File: config.mk
export PLATFORM = sky130hd
export DESIGN_NAME = parking_exit_controller
export DESIGN_NICKNAME = d
export VERILOG_FILES = /design/src/rtl/parking_pkg.sv /design/src/rtl/parking_slot_table.sv /design/src/rtl/parking_exit_controller.sv
export SDC_FILE = /design/constraint.sdc
export NUM_CORES = 1
export LEC_CHECK = 0
export ABC_CLOCK_PERIOD_IN_PS = 3800
export CAP_MARGIN = 20
export CELL_PAD_IN_SITES_DETAIL_PLACEMENT = 1
export CELL_PAD_IN_SITES_GLOBAL_PLACEMENT = 2
export CORE_MARGIN = 5
export CORE_UTILIZATION = 44
export CTS_BUF_LIST = sky130_fd_sc_hd__clkbuf_16
export DETAILED_ROUTE_END_ITERATION = 10
export PLACE_DENSITY_LB_ADDON = 0.1
export SYNTH_ARGS = -nofsm -noshare
export SYNTH_HDL_FRONTEND = slang
export SYNTH_SLANG_ARGS = --single-unit
export TNS_END_PERCENT = 10
File: constraint.sdc
create_clock -name clk -period 3.8 [get_ports clk]
set_input_delay 0.57 -clock clk [delete_from_list [all_inputs] [get_ports clk]]
set_output_delay 0.57 -clock clk [all_outputs]
set_load 0.02 [all_outputs]
File: src/rtl/parking_pkg.sv
// Shared definitions for the parking exit path.
// Floor codes match what entry control reports. LCD codes match the entry-side display.
// The exit FSM state type lives here so that sub-blocks and the top agree on one encoding.
package parking_pkg;

  localparam logic [1:0] FLR0_NORM   = 2'd0;
  localparam logic [1:0] FLR0_SPEC   = 2'd1;
  localparam logic [1:0] FLR1        = 2'd2;
  localparam logic [1:0] FLR_ILLEGAL = 2'd3;

  localparam logic [3:0] LCD_IDLE  = 4'd0;
  localparam logic [3:0] LCD_WRONG = 4'd2;
  localparam logic [3:0] LCD_BYE   = 4'd3;

  typedef enum logic [2:0] {
    StIdle    = 3'd0,
    StSearch  = 3'd1,
    StRelease = 3'd2,
    StGranted = 3'd3,
    StDenied  = 3'd4
  } exit_state_e;

endpackage

File: src/rtl/parking_slot_table.sv
// Occupancy table for parked cars.
// Ports:
//   clk, reset_n            clock, async active-low reset
//   wr_en/wr_id/wr_flr      park request; lands in the lowest-index free entry
//   wr_drop                 registered pulse: last wr_en was rejected (full or illegal floor)
//   rd_idx -> rd_*          combinational read port used by the exit search
//   clr_en/clr_idx          invalidate one entry at the clock edge
//   occupied_cnt/table_full number of valid entries, and all-entries-valid flag
module parking_slot_table
  import parking_pkg::*;
#(
  parameter int unsigned SLOTS = 8,
  parameter int unsigned ID_W  = 28,
  parameter int unsigned IDX_W = $clog2(SLOTS),
  parameter int unsigned CNT_W = $clog2(SLOTS + 1)
) (
  input  logic             clk,
  input  logic             reset_n,
  input  logic             wr_en,
  input  logic [ID_W-1:0]  wr_id,
  input  logic [1:0]       wr_flr,
  output logic             wr_drop,
  input  logic [IDX_W-1:0] rd_idx,
  output logic             rd_valid,
  output logic [ID_W-1:0]  rd_id,
  output logic [1:0]       rd_flr,
  input  logic             clr_en,
  input  logic [IDX_W-1:0] clr_idx,
  output logic [CNT_W-1:0] occupied_cnt,
  output logic             table_full
);

  logic [SLOTS-1:0] valid_q, valid_d;
  logic [ID_W-1:0]  id_q  [SLOTS];
  logic [ID_W-1:0]  id_d  [SLOTS];
  logic [1:0]       flr_q [SLOTS];
  logic [1:0]       flr_d [SLOTS];
  logic [CNT_W-1:0] cnt_q, cnt_d;
  logic             drop_q, drop_d;

  logic             free_found;
  logic [IDX_W-1:0] free_idx;
  logic             accept;
  logic             clr_do;

  // Lowest-index free entry. An entry being cleared this cycle still reads as
  // valid here, so it only becomes free on the following cycle.
  always_comb begin
    free_found = 1'b0;
    free_idx   = '0;
    for (int unsigned i = 0; i < SLOTS; i++) begin
      if (!valid_q[i] && !free_found) begin
        free_found = 1'b1;
        free_idx   = IDX_W'(i);
      end
    end
  end

  assign accept = wr_en && (wr_flr != FLR_ILLEGAL) && free_found;
  assign clr_do = clr_en && valid_q[clr_idx];

  always_comb begin
    valid_d = valid_q;
    id_d    = id_q;
    flr_d   = flr_q;
    if (accept) begin
      valid_d[free_idx] = 1'b1;
      id_d[free_idx]    = wr_id;
      flr_d[free_idx]   = wr_flr;
    end
    // Clear never targets the write index: the cleared entry is still valid.
    if (clr_do) begin
      valid_d[clr_idx] = 1'b0;
    end
  end

  always_comb begin
    cnt_d = cnt_q;
    if (accept && !clr_do) begin
      cnt_d = cnt_q + CNT_W'(1);
    end else if (!accept && clr_do) begin
      cnt_d = cnt_q - CNT_W'(1);
    end
    drop_d = wr_en && !accept;
  end

  always_ff @(posedge clk or negedge reset_n) begin
    if (!reset_n) begin
      valid_q <= '0;
      cnt_q   <= '0;
      drop_q  <= 1'b0;
      for (int unsigned i = 0; i < SLOTS; i++) begin
        id_q[i]  <= '0;
        flr_q[i] <= '0;
      end
    end else begin
      valid_q <= valid_d;
      cnt_q   <= cnt_d;
      drop_q  <= drop_d;
      id_q    <= id_d;
      flr_q   <= flr_d;
    end
  end

  assign rd_valid     = valid_q[rd_idx];
  assign rd_id        = id_q[rd_idx];
  assign rd_flr       = flr_q[rd_idx];
  assign wr_drop      = drop_q;
  assign occupied_cnt = cnt_q;
  assign table_full   = (cnt_q == CNT_W'(SLOTS));

endmodule

File: src/rtl/parking_exit_controller.sv
// Exit-gate controller. Entry control records granted cars into the slot table.
// An exit request scans the table one entry per cycle. On a hit the entry is freed and a
// one-cycle release pulse is sent to floor bookkeeping. On a miss the wrong-ID indication
// is raised.
// Ports:
//   clk, reset_n                   clock, async active-low reset
//   park_valid/park_id/park_flr    record a granted car; park_drop pulses if rejected
//   exit_req/exit_id               exit request, sampled only when idle
//   busy                           controller not idle
//   release_valid/release_flr      slot-freed pulse and its floor
//   green_led/red_wrong_led        outcome indicators, held HOLD_CYC cycles
//   lcd_state                      display code
//   occupied_cnt/table_full        table occupancy
module parking_exit_controller
  import parking_pkg::*;
#(
  parameter int unsigned SLOTS    = 8,
  parameter int unsigned ID_W     = 28,
  parameter int unsigned HOLD_CYC = 4
) (
  input  logic                       clk,
  input  logic                       reset_n,
  input  logic                       park_valid,
  input  logic [ID_W-1:0]            park_id,
  input  logic [1:0]                 park_flr,
  output logic                       park_drop,
  input  logic                       exit_req,
  input  logic [ID_W-1:0]            exit_id,
  output logic                       busy,
  output logic                       release_valid,
  output logic [1:0]                 release_flr,
  output logic                       green_led,
  output logic                       red_wrong_led,
  output logic [3:0]                 lcd_state,
  output logic [$clog2(SLOTS+1)-1:0] occupied_cnt,
  output logic                       table_full
);

  localparam int unsigned IDX_W = $clog2(SLOTS);
  localparam int unsigned CNT_W = $clog2(SLOTS + 1);
  localparam int unsigned HCW   = $clog2(HOLD_CYC + 1);

  localparam logic [IDX_W-1:0] LastIdx  = IDX_W'(SLOTS - 1);
  localparam logic [HCW-1:0]   LastHold = HCW'(HOLD_CYC - 1);

  exit_state_e      state_q, state_d;
  logic [IDX_W-1:0] idx_q, idx_d;
  logic [ID_W-1:0]  exit_id_q, exit_id_d;
  logic [1:0]       rel_flr_q, rel_flr_d;
  logic [HCW-1:0]   hold_q, hold_d;

  logic             rd_valid;
  logic [ID_W-1:0]  rd_id;
  logic [1:0]       rd_flr;
  logic             hit;
  logic             clr_en;

  parking_slot_table #(
    .SLOTS (SLOTS),
    .ID_W  (ID_W),
    .IDX_W (IDX_W),
    .CNT_W (CNT_W)
  ) u_table (
    .clk          (clk),
    .reset_n      (reset_n),
    .wr_en        (park_valid),
    .wr_id        (park_id),
    .wr_flr       (park_flr),
    .wr_drop      (park_drop),
    .rd_idx       (idx_q),
    .rd_valid     (rd_valid),
    .rd_id        (rd_id),
    .rd_flr       (rd_flr),
    .clr_en       (clr_en),
    .clr_idx      (idx_q),
    .occupied_cnt (occupied_cnt),
    .table_full   (table_full)
  );

  assign hit = rd_valid && (rd_id == exit_id_q);

  // idx_q is frozen on a hit, so it doubles as the captured index for the clear.
  assign clr_en = (state_q == StRelease);

  always_comb begin
    state_d   = state_q;
    idx_d     = idx_q;
    exit_id_d = exit_id_q;
    rel_flr_d = rel_flr_q;
    hold_d    = hold_q;
    unique case (state_q)
      StIdle: begin
        if (exit_req) begin
          exit_id_d = exit_id;
          idx_d     = '0;
          state_d   = StSearch;
        end
      end
      StSearch: begin
        if (hit) begin
          rel_flr_d = rd_flr;
          state_d   = StRelease;
        end else if (idx_q == LastIdx) begin
          hold_d  = '0;
          state_d = StDenied;
        end else begin
          idx_d = idx_q + IDX_W'(1);
        end
      end
      StRelease: begin
        hold_d  = '0;
        state_d = StGranted;
      end
      StGranted, StDenied: begin
        if (hold_q == LastHold) begin
          hold_d  = '0;
          state_d = StIdle;
        end else begin
          hold_d = hold_q + HCW'(1);
        end
      end
      default: begin
        state_d = StIdle;
      end
    endcase
  end

  always_ff @(posedge clk or negedge reset_n) begin
    if (!reset_n) begin
      state_q   <= StIdle;
      idx_q     <= '0;
      exit_id_q <= '0;
      rel_flr_q <= '0;
      hold_q    <= '0;
    end else begin
      state_q   <= state_d;
      idx_q     <= idx_d;
      exit_id_q <= exit_id_d;
      rel_flr_q <= rel_flr_d;
      hold_q    <= hold_d;
    end
  end

  // Moore decode from the state register only.
  always_comb begin
    busy          = (state_q != StIdle);
    release_valid = (state_q == StRelease);
    release_flr   = (state_q == StRelease) ? rel_flr_q : 2'd0;
    green_led     = (state_q == StGranted);
    red_wrong_led = (state_q == StDenied);
    lcd_state     = LCD_IDLE;
    if (state_q == StGranted) begin
      lcd_state = LCD_BYE;
    end else if (state_q == StDenied) begin
      lcd_state = LCD_WRONG;
    end
  end

endmodule

## Word level (Yosys, flattened, before mapping)

Cells that the tools add are included.

- Flip-flop bits (word level): 292
- Bits in latches: 0
- Bits in writable memories: 0
- ROM bits: 0
- Output and inout bits: 16
- Logic and storage cells: 151
- Memories kept: 0

- Add/sub/neg operators: 4
- $mul: 0
- Divide/modulo/power cells: 0
- Order comparisons: 7
- Equality and inequality tests: 15
- Shifts and indexed selects: 0
- Mux-type cells: 53
- Bitwise operators: 5
- Reduce and logical (&&, ||, !) cells: 43

Operator list:

| operator | number |
|---|---|
| $bwmux 224 | 1 |
| $bmux 28 s3 | 1 |
| $demux 28 s3 | 1 |
| $mux 28 | 3 |
| $mux 3 | 14 |
| $eq 28x28->1 | 1 |
| $logic_and 1x1->1 | 17 |
| $bwmux 16 | 1 |
| $mux 2 | 8 |
| $mux 8 | 2 |
| $logic_not 1->1 | 15 |
| $mux 1 | 12 |
| $ne 2x2->1 const B | 6 |
| $pmux 3 s4 | 1 |
| $eq 3x2->1 const B | 3 |
| $pmux 3 s3 | 1 |
| $and 8x8->8 | 1 |
| $ge 4x4->1 const B | 2 |
| $lt 3x4->1 const B | 2 |
| $mux 4 | 2 |
| $not 3->4 | 2 |
| $not 8->8 | 1 |
| $or 8x8->8 | 1 |
| $add 3x1->3 const B | 2 |
| 20 further kinds | 27 |

## Depth between registers and ports, before layout

Gate-level depths: netlist of run 1.

- Depth after elaboration: 29
- Gate-level depth with buffers: 14
- Depth with buffers taken out: 11

## Cells and area by module

Synthesis of run 1 repeated with hierarchy kept, for this count alone.

- Cells, all modules: 885
- Area, all modules: 13,541.7 µm²

By module, submodules not included:

| module | times used | cells each | area each (µm²) | seq. area each (µm²) |
|---|---|---|---|---|
| parking_slot_table | 1 | 710 | 11,544.8 | 6,331.1 |
| parking_exit_controller | 1 | 175 | 1,996.9 | 975.9 |

## Worst setup path before layout of run 1

OpenSTA, ideal clock, no wires.

- Kind: reg2reg
- From: register idx_q[0]
- To: register u_table.cnt_q[3], in the netlist u_table.occupied_cnt[3]
- Arrival time: 2,713 ps
- Path slack: 956 ps
- Stages on the path, launching flop included: 14
- Buffers on the path: 2
- Cell sequence: dfrtp_1 -> buf_6 -> buf_12 -> mux4_2 -> mux2_2 -> nand2_1 -> ha_1 -> inv_1 -> ha_1 -> a21o_1 -> a21oi_1 -> xnor2_1 -> nor2_1 -> xor2_1

- Cells in the longest elaborated chain, start to end: 6

RTL lines:

| item | RTL line | text |
|---|---|---|
| from (decl) | parking_exit_controller.sv:47 | `logic [IDX_W-1:0] idx_q, idx_d;` |
| from (signal assigned) | parking_exit_controller.sv:137 | `idx_q <= idx_d;` |
| $bmux 1 s3 (*) | parking_slot_table.sv:60 | `assign clr_do = clr_en && valid_q[clr_idx];` |
| $mux 1 (implied by the code) (*) | parking_slot_table.sv:60 |  |
| $logic_and 1x1->1 (*) | parking_slot_table.sv:60 |  |
| $logic_not 1->1 | parking_slot_table.sv:79 | `if (accept && !clr_do) begin` |
| $logic_and 1x1->1 | parking_slot_table.sv:79 |  |
| $mux 4 or $reduce_bool 2->1 (tied branches) | -- |  |
| to (signal assigned) | parking_slot_table.sv:98 | `cnt_q <= cnt_d;` |
| to (decl) | parking_slot_table.sv:38 | `logic [CNT_W-1:0] cnt_q, cnt_d;` |

Every way passes the cells marked *; elsewhere a longest branch is shown, timed or not. The select of a mux whose other input is x is not followed.
A chain may end at the register's enable or synchronous reset.

## Final worst setup path of run 1

- From: register idx_q[0]
- To: register rel_flr_q[1]

- Cells in the longest elaborated chain, start to end: 7

RTL lines:

| item | RTL line | text |
|---|---|---|
| $not 3->4 (implied by the code) | parking_slot_table.sv:106, parking_slot_table.sv:107 |  |
| $bmux 28 s3 | parking_slot_table.sv:106 | `assign rd_id = id_q[rd_idx];` |
| $mux 28 (implied by the code) (2 in a row) | parking_slot_table.sv:106 |  |
| $eq 28x28->1 | parking_exit_controller.sv:80 | `assign hit = rd_valid && (rd_id == exit_id_q);` |
| $logic_and 1x1->1 | parking_exit_controller.sv:80 |  |
| $reduce_and 2->1 (no line) | -- |  |
| to (signal assigned) | parking_exit_controller.sv:139 | `rel_flr_q <= rel_flr_d;` |
| to (decl) | parking_exit_controller.sv:49 | `logic [1:0] rel_flr_q, rel_flr_d;` |

Parallel ways exist; a longest one is shown, timed or not. The select of a mux whose other input is x is not followed.

==> results of run 1 <==
## cell usage after synthesis, types with 2 or more instances
| cell type | n |
|---|---|
| nand2b_1 | 6 |
| a32oi_1 | 4 |
| ha_1 | 6 |
| xor2_1 | 23 |
| nor4_4 | 2 |
| buf_4 | 5 |
| o211ai_1 | 2 |
| buf_12 | 2 |
| nor3_1 | 3 |
| nand3_1 | 7 |
| nor2b_1 | 7 |
| buf_6 | 4 |
| xnor2_1 | 6 |
| dfrtp_1 | 292 |
| mux4_1 | 3 |
| nand2_1 | 31 |
| buf_1 | 14 |
| mux2i_1 | 35 |
| inv_1 | 12 |
| a21oi_1 | 12 |
| a22o_1 | 2 |
| clkbuf_1 | 20 |
| o31a_1 | 2 |
| nor2_1 | 22 |
| and3_1 | 2 |
| mux2_2 | 272 |
| mux4_2 | 51 |
| and2_1 | 5 |
| buf_2 | 11 |
| mux2_1 | 3 |
| or2_2 | 5 |
| a22oi_1 | 5 |
| a31oi_1 | 2 |
| or3_1 | 2 |
| o21ai_0 | 7 |
## report_power, final
part	switching (mW)	internal [mW]	leakage [nW]
registers	1.03	4.63	3.55
clock network	1.28	1.87	0.559
logic	2.65	3.26	2.76
## worst register-to-register path: cells and delay by family (launching register included)
kind                   cells  cell delay (ns)
buffers and inverters      2             0.63
XOR/XNOR                   1             0.20
flip-flops                 1             0.76
multiplexers               2             0.85
AND/OR/NAND/NOR            5             0.95
## cell type report
cell class	count	area, um2	share of cell area
clock buffers	35	876	0.0548
well taps	396	495	0.0310
inverters	12	45.0	0.00282
repair buffers	108	1130	0.0706
clock inverters	27	191	0.0120
flip-flops and latches	292	7310	0.458
multi-input cells	548	5930	0.371
## worst paths after layout
kind / from / to / slack [ns]
worst max-delay path: idx_q[0]$_DFFE_PN0P_ / rel_flr_q[1]$_DFFE_PN0P_ / 0.29
worst min-delay path: reset_n / u_table.occupied_cnt[0]$_DFFE_PN0P_ / 0.08
worst max register to register: idx_q[0]$_DFFE_PN0P_ / rel_flr_q[1]$_DFFE_PN0P_ / 0.29
worst min register to register: rel_flr_q[0]$_DFFE_PN0P_ / rel_flr_q[0]$_DFFE_PN0P_ / 0.50
max in group asynchronous: reset_n / u_table.id_q[166]$_DFFE_PN0P_ / 2.54
min in group clk: rel_flr_q[0]$_DFFE_PN0P_ / rel_flr_q[0]$_DFFE_PN0P_ / 0.50
## layer usage
metal | track usage | vias up | wire length, um
li1 | - | 3501 | -
met1 | 0.287 | 4308 | 15300
met2 | 0.365 | 113 | 17900
met3 | 0.0322 | 47 | 1060
met4 | 0.0408 | 0 | 554
met5 | 0 | - | 0
## state kept, by name (all words and copies together) (netlist names)
signal and flops:
u_table.id_q 224, exit_id_q 28, u_table.flr_q 16, u_table.valid_q 8
u_table.occupied_cnt 4, hold_q 3, idx_q 3, state_q 3
rel_flr_q 2, u_table.wr_drop 1
## logic make-up (layout without fill, tap and decap cells)
logic type | after synthesis | after routing | share of synthesized area
AOI/OAI and AO/OA | 48 | 48 | 0.0243
muxes | 364 | 364 | 0.345
adders and majority gates | 7 | 7 | 0.00702
DFF | 292 | 292 | 0.539
xor gates and xnor gates | 29 | 29 | 0.0188
and+or+nand+nor | 98 | 98 | 0.0392
other | 1 | 2 | 0.000277
buffers and inverters | 68 | 182 | 0.0259
## cells in the final DEF (no fill, tap or decap), types with 9 or more instances in the layout
cell / netlist / layout
dfrtp_1: 292 / 289
inv_1: 12 / 23
clkbuf_16: 0 / 35
nand2_1: 31 / 31
mux4_2: 51 / 51
buf_4: 5 / 23
clkinv_1: 0 / 9
nor2_1: 22 / 17
clkdlybuf4s50_1: 0 / 74
mux2i_1: 35 / 35
xor2_1: 23 / 23
buf_12: 2 / 10
a21oi_1: 12 / 12
mux2_2: 272 / 272
## metrics by stage
step	std cells	power (mW)	hold WS (ns)	cell area (um2)	util
floorplan	908	9.71	0.274	13500	-
global placement	1356	11.3	0.469	14900	0.489
detailed placement	1356	11.7	0.473	14900	0.489
CTS	1418	14.9	0.150	16000	0.524
global route	1418	15.6	0.137	16000	0.524
finish	1418	14.7	0.0846	16000	0.524
==> impl_results.md, run 1 <==
* Status: complete, no violations
* Hold Crit Class: primary input to async pin
* Cells after Synth at 907
* WS Path Type: flop to flop
* Layout Nets at 1,066
* Maximum VDD drop at 0.000361 V
* Hold Fails Final Rpt at 0
* Relative slew slack at 0.438
* Core ar. at 0.0305 mm2
* CTS H-tree depth at 2
* Vias in the first global route at 9,215
* Setup ws final at 0.287 ns
* Gates resized, CTS repair at 0
* Clock Sinks at 292
* Die Wd at 185 um
* Total GRT Usage at 0.211
* Fraction of registers with async set/reset at 1.00
* Antenna violations before repair at 0
* Synth area leaders: dfrtp_1 54%, mux2_2 23%, mux4_2 8.5%, mux2i_1 2.6%, xor2_1 1.5%
* Initial drt markers at 328
* Root buffer cell: clkbuf_16
* Crit. path cell count at 10
* Rows at 64
* CP Max Fanout at 18
* Worst EP arrival at 3.89 ns
* Cell family with most CP delay: simple AND/OR/NAND/NOR gates
* CTS tree: built
* Largest net degree at the start of global routing at 103
* Routed len/inst at 24.6 um
* Max Cap Violations at 0
* Count of flip-flops with a built-in enable after synthesis at 0
* Fillers at 2,930
* # IOs at 78
* Area delta synth->final at 17.9%
* Critical path buffers and inverters at 2
* R2R depth at 10
* Flops & latches, synth at 292
* Vias per cell at 5.62
* Hold Buf Count CTS at 0
* Seq/Total Area, Yosys at 0.539
* DP HPWL at 22,700 um
* Warnings, synthesis at 0
* Slowest-stage cell, CP: dfrtp_2
* Clock transition at path regs at 0.06 ns
* Worst endpoint required time at 4.18 ns
* Fin. max-slew vios at 0
* Die height at 185 um
* Crit path cell chain: buf_4, buf_4, mux4_2, nand2b_1, nand2_1, xor2_1, nor4_4, nand4_4, nor2_4, mux2_1
* First-pass GRT wire length at 55,600 um
* Top cell type's share of synthesized area at 0.539
* Cts bufs inserted at 35
* Via count at 7,969
* Port-buffer cells at 75
* Most frequent CP cell: buf_4
* Worst clock skew at 0.0148 ns
* Critical Path Start Type: flop
* Residual DRC count at 0
* Mean Syn Cell Area at 14.9 um2
* TritonRoute pass-1 iters at 4
* Fmax at 285 MHz
* Post CTS Setup Buffer Count at 0
* Final setup viols at 0
* P per Cell Area at 920 mW/mm2
* Clk Latency, worst-skew pair at 0.51 ns
* Gpl congestion at 0.763
* Post-placement setup slack at 0.305 ns
* Crit share post-route at 0.925
* Dominant synthesized flop cell: dfrtp_1
* Post-synth top area cell: dfrtp_1
* Synth cell types at 55
* Slew of the pin with the lowest slew margin at 0.844 ns
* Endpoint type of the worst setup path: flop
* Period minus WS final at 3.51 ns
* Final wirelength at 34,900 um
* Leakage at 6.87 nW
* Post-Syn Area at 0.0135 mm2
* Crit-path max cell delay at 0.76 ns
* Post-DRT Antenna Nets at 0
* Initial Utilization at 0.444
* Share of cells above drive strength 1 at 0.408
* GRT overflow at 0
* Die area at 0.0344 mm2
* Ant diodes at 0
* Setup TNS at 0 ns
* CTS Buffer Depth at 3
* Unrepaired setup endpoints after global routing: false
(Power assumes the default switching activity.)
==> run 2: changes to the inputs <==
Settings changed: ABC_CLOCK_PERIOD_IN_PS 3800 to default.
==> results of run 2 <==
No change in the layout: final DEF, timing and power equal those of run 1.
==> run 3: changes to the inputs <==
Settings changed: GPL_ROUTABILITY_DRIVEN from default to 0, GPL_TIMING_DRIVEN from default to 0.
==> impl_results.md, run 3 (synthesis results as in run 1) <==
* Relative slew slack at 0.284 (-0.154)
* Die area at 0.0344 mm2 (unchanged)
* Max reg flops at 224 (unchanged)
* Crit-path max cell delay at 0.38 ns (-0.38 ns)
* Share of cells above drive strength 1 at 0.388 (-0.0198)
* Critical Path Start Type: flop
* CTS H-tree depth at 2 (unchanged)
* WS Path Type: flop to flop
* Worst clock skew at 0.0218 ns (+0.00697 ns)
* Slowest-stage cell, CP: mux2i_1
* FF+latch area at 0.00731 mm2 (about the same)
* Antenna violations before repair at 0 (unchanged)
* Largest net degree at the start of global routing at 105 (+1.9%)
* Core ar. at 0.0305 mm2 (unchanged)
* Vias per cell at 5.60 (-0.31%)
* Top Usage Layer GRT: met2
* Met2 GRT Util at 0.355 (-0.00960)
* Multi-input logic area at 0.00589 mm2 (-0.59%)
* First-pass GRT wire length at 56,300 um (+1.1%)
* CP Max Fanout at 10 (-8)
* Vias in the first global route at 9,029 (-2.0%)
* Final setup viols at 0 (unchanged)
* Slew of the pin with the lowest slew margin at 1.07 ns (+0.231 ns)
* Worst endpoint required time at 4.17 ns (about the same)
* Largest regs: u_table.id_q: 224 flops, exit_id_q: 28 flops, u_table.flr_q: 16 flops
* Status: complete, no violations
* Root buffer cell: clkbuf_16
* TritonRoute pass-1 iters at 5 (+1)
* Final core occ at 0.524 (+0.000779)
* Clock transition at path regs at 0.05 ns (about the same)
* Endpoint type of the worst setup path: flop
* CTS tree: built
* Fillers at 2,942 (+0.41%)
* Met3 usage at 0.0295 (-0.00274)
* Placed instance count at 1,382 (+1.9%)
* Period minus WS final at 3.65 ns (+0.139 ns)
* Hold Fails Final Rpt at 0 (unchanged)
* Layout Nets at 1,092 (+2.4%)
* Fmax at 274 MHz (-3.8%)
* Max Cap Violations at 0 (unchanged)
* P per Cell Area at 925 mW/mm2 (+0.50%)
* Cts bufs inserted at 36 (+2.9%)
* Most frequent CP cell: buf_4
* Worst EP arrival at 4.03 ns (+0.14 ns)
* Initial drt markers at 405 (+23%)
* Met1 Usage GRT at 0.313 (+0.0263)
* # IOs at 78 (unchanged)
* Hold slack at 0.0958 ns (+0.0112 ns)
* Finished Layout Cells at 1,447 (+2.0%)
* Final Cell Area at 0.0160 mm2 (+0.15%)
* Maximum VDD drop at 0.000386 V (+7.1%)
* Initial Utilization at 0.444 (unchanged)
* Reg with most FFs: u_table.id_q
* Fin. max-slew vios at 0 (unchanged)
* Via count at 8,107 (+1.7%)
* Final wirelength at 36,000 um (+3.3%)
* Area delta synth->final at 18.1%
* Crit share post-route at 0.961 (+0.0366)
* Leakage at 6.87 nW (about the same)
* Ant diodes at 0 (unchanged)
* Die height at 185 um (unchanged)
* CTS Buffer Depth at 3 (unchanged)
* Port-buffer cells at 75 (unchanged)
* DP HPWL at 23,800 um (+4.9%)
* Most common cell after layout, fill and taps aside: dfrtp_1
* Crit path cell chain: buf_2, buf_4, buf_4, mux2i_1, xor2_1, o21ai_0, nor4_2, nand4_4, nor2_4, mux2_1
* Setup TNS at 0 ns (unchanged)
* Clk Latency, worst-skew pair at 0.52 ns (about the same)
* GRT overflow at 0 (unchanged)
* Hold Crit Class: primary input to async pin
* Rows at 64 (unchanged)
* Most frequent cells in the layout: 292 x dfrtp_1, 272 x mux2_2, 74 x clkdlybuf4s50_1
* Die Wd at 185 um (unchanged)
* Post CTS Setup Buffer Count at 0 (unchanged)
* Routed len/inst at 24.9 um (+1.2%)
* Unrepaired setup endpoints after global routing: false
* Post-DRT Antenna Nets at 0 (unchanged)
* Residual DRC count at 0 (unchanged)
* Total GRT Usage at 0.218 (+0.00681)
* Clock Sinks at 292 (unchanged)
* Placement Cell Area at 0.0149 mm2 (-0.24%)
-- run 3: cell types whose count changed in the layout (fill, tap and decap cells not counted), moves of 5 or more --
cell	before	now
buf_1	0	13
buf_12	10	2
buf_4	23	11
clkbuf_1	0	20
clkinv_2	2	7
inv_1	23	18
nor2_4	6	1
-- run 3: cell type report --
cell class / instances / area share
Sequential cell: 292 / 0.457
Multi-Input combinational cell: 548 / 0.368
Clock buffer: 38 / 0.0594
Timing Repair Buffer: 78 / 0.0516
Tap cell: 396 / 0.0310
Buffer: 55 / 0.0203
Clock inverter: 28 / 0.00978
Inverter: 12 / 0.00282
-- run 3: critical path: cells and delay by family (launching register included) --
| kind | cells | cell delay, ns |
|---|---|---|
| simple gates | 3 | 0.86 |
| buf+inv | 3 | 1.02 |
| compound gates | 1 | 0.23 |
| flops | 1 | 0.34 |
| xor+xnor | 1 | 0.35 |
| mux | 2 | 0.72 |
-- run 3: repair_timing --
| item | in CTS | in global routing |
|---|---|---|
| resized for setup | 7 | 3 |
| hold buffers | 0 | 0 |
| gates cloned | 0 | 0 |
| pin swaps | 0 | 0 |
| endpoints found under the setup margin | 7 | 3 |
-- run 3: path summary, 6_finish.rpt --
kind                                          startpoint                      endpoint  slack, ns  cells past startpoint
worst max-delay path                idx_q[2]$_DFFE_PN0P_      rel_flr_q[1]$_DFFE_PN0P_       0.15                     10
worst min-delay path                             reset_n         hold_q[0]$_DFFE_PN0P_        0.1                      1
worst max register to register      idx_q[2]$_DFFE_PN0P_      rel_flr_q[1]$_DFFE_PN0P_       0.15                     10
worst min register to register  rel_flr_q[0]$_DFFE_PN0P_      rel_flr_q[0]$_DFFE_PN0P_       0.49                      1
max in group asynchronous                        reset_n  u_table.id_q[11]$_DFFE_PN0P_       2.33                      3
min in group clk                rel_flr_q[0]$_DFFE_PN0P_      rel_flr_q[0]$_DFFE_PN0P_       0.49                      1
-- run 3: metrics by stage --
| step | power (mW) | setup slack [ns] |
|---|---|---|
| final | 14.8 | 0.148 |
| after global routing | 15.7 | 0.0172 |
| after CTS | 15.0 | 0.0403 |
| after detailed placement | 11.7 | -0.266 |
| after global placement | 11.5 | -11.07 |
| after floorplan | 9.71 | 0.956 |
-- run 3: report_power, final --
group	total (mW)	leakage (nW)	switching (mW)	internal (mW)
Clock	3.20	0.568	1.33	1.87
Sequential	5.46	3.55	0.835	4.63
Combinational	6.14	2.74	2.90	3.24
-- run 3: layer usage --
metal	up-vias	part of all wire
li1	3571	-
met1	4337	0.46
met2	144	0.49
met3	55	0.032
met4	0	0.021
met5	-	0
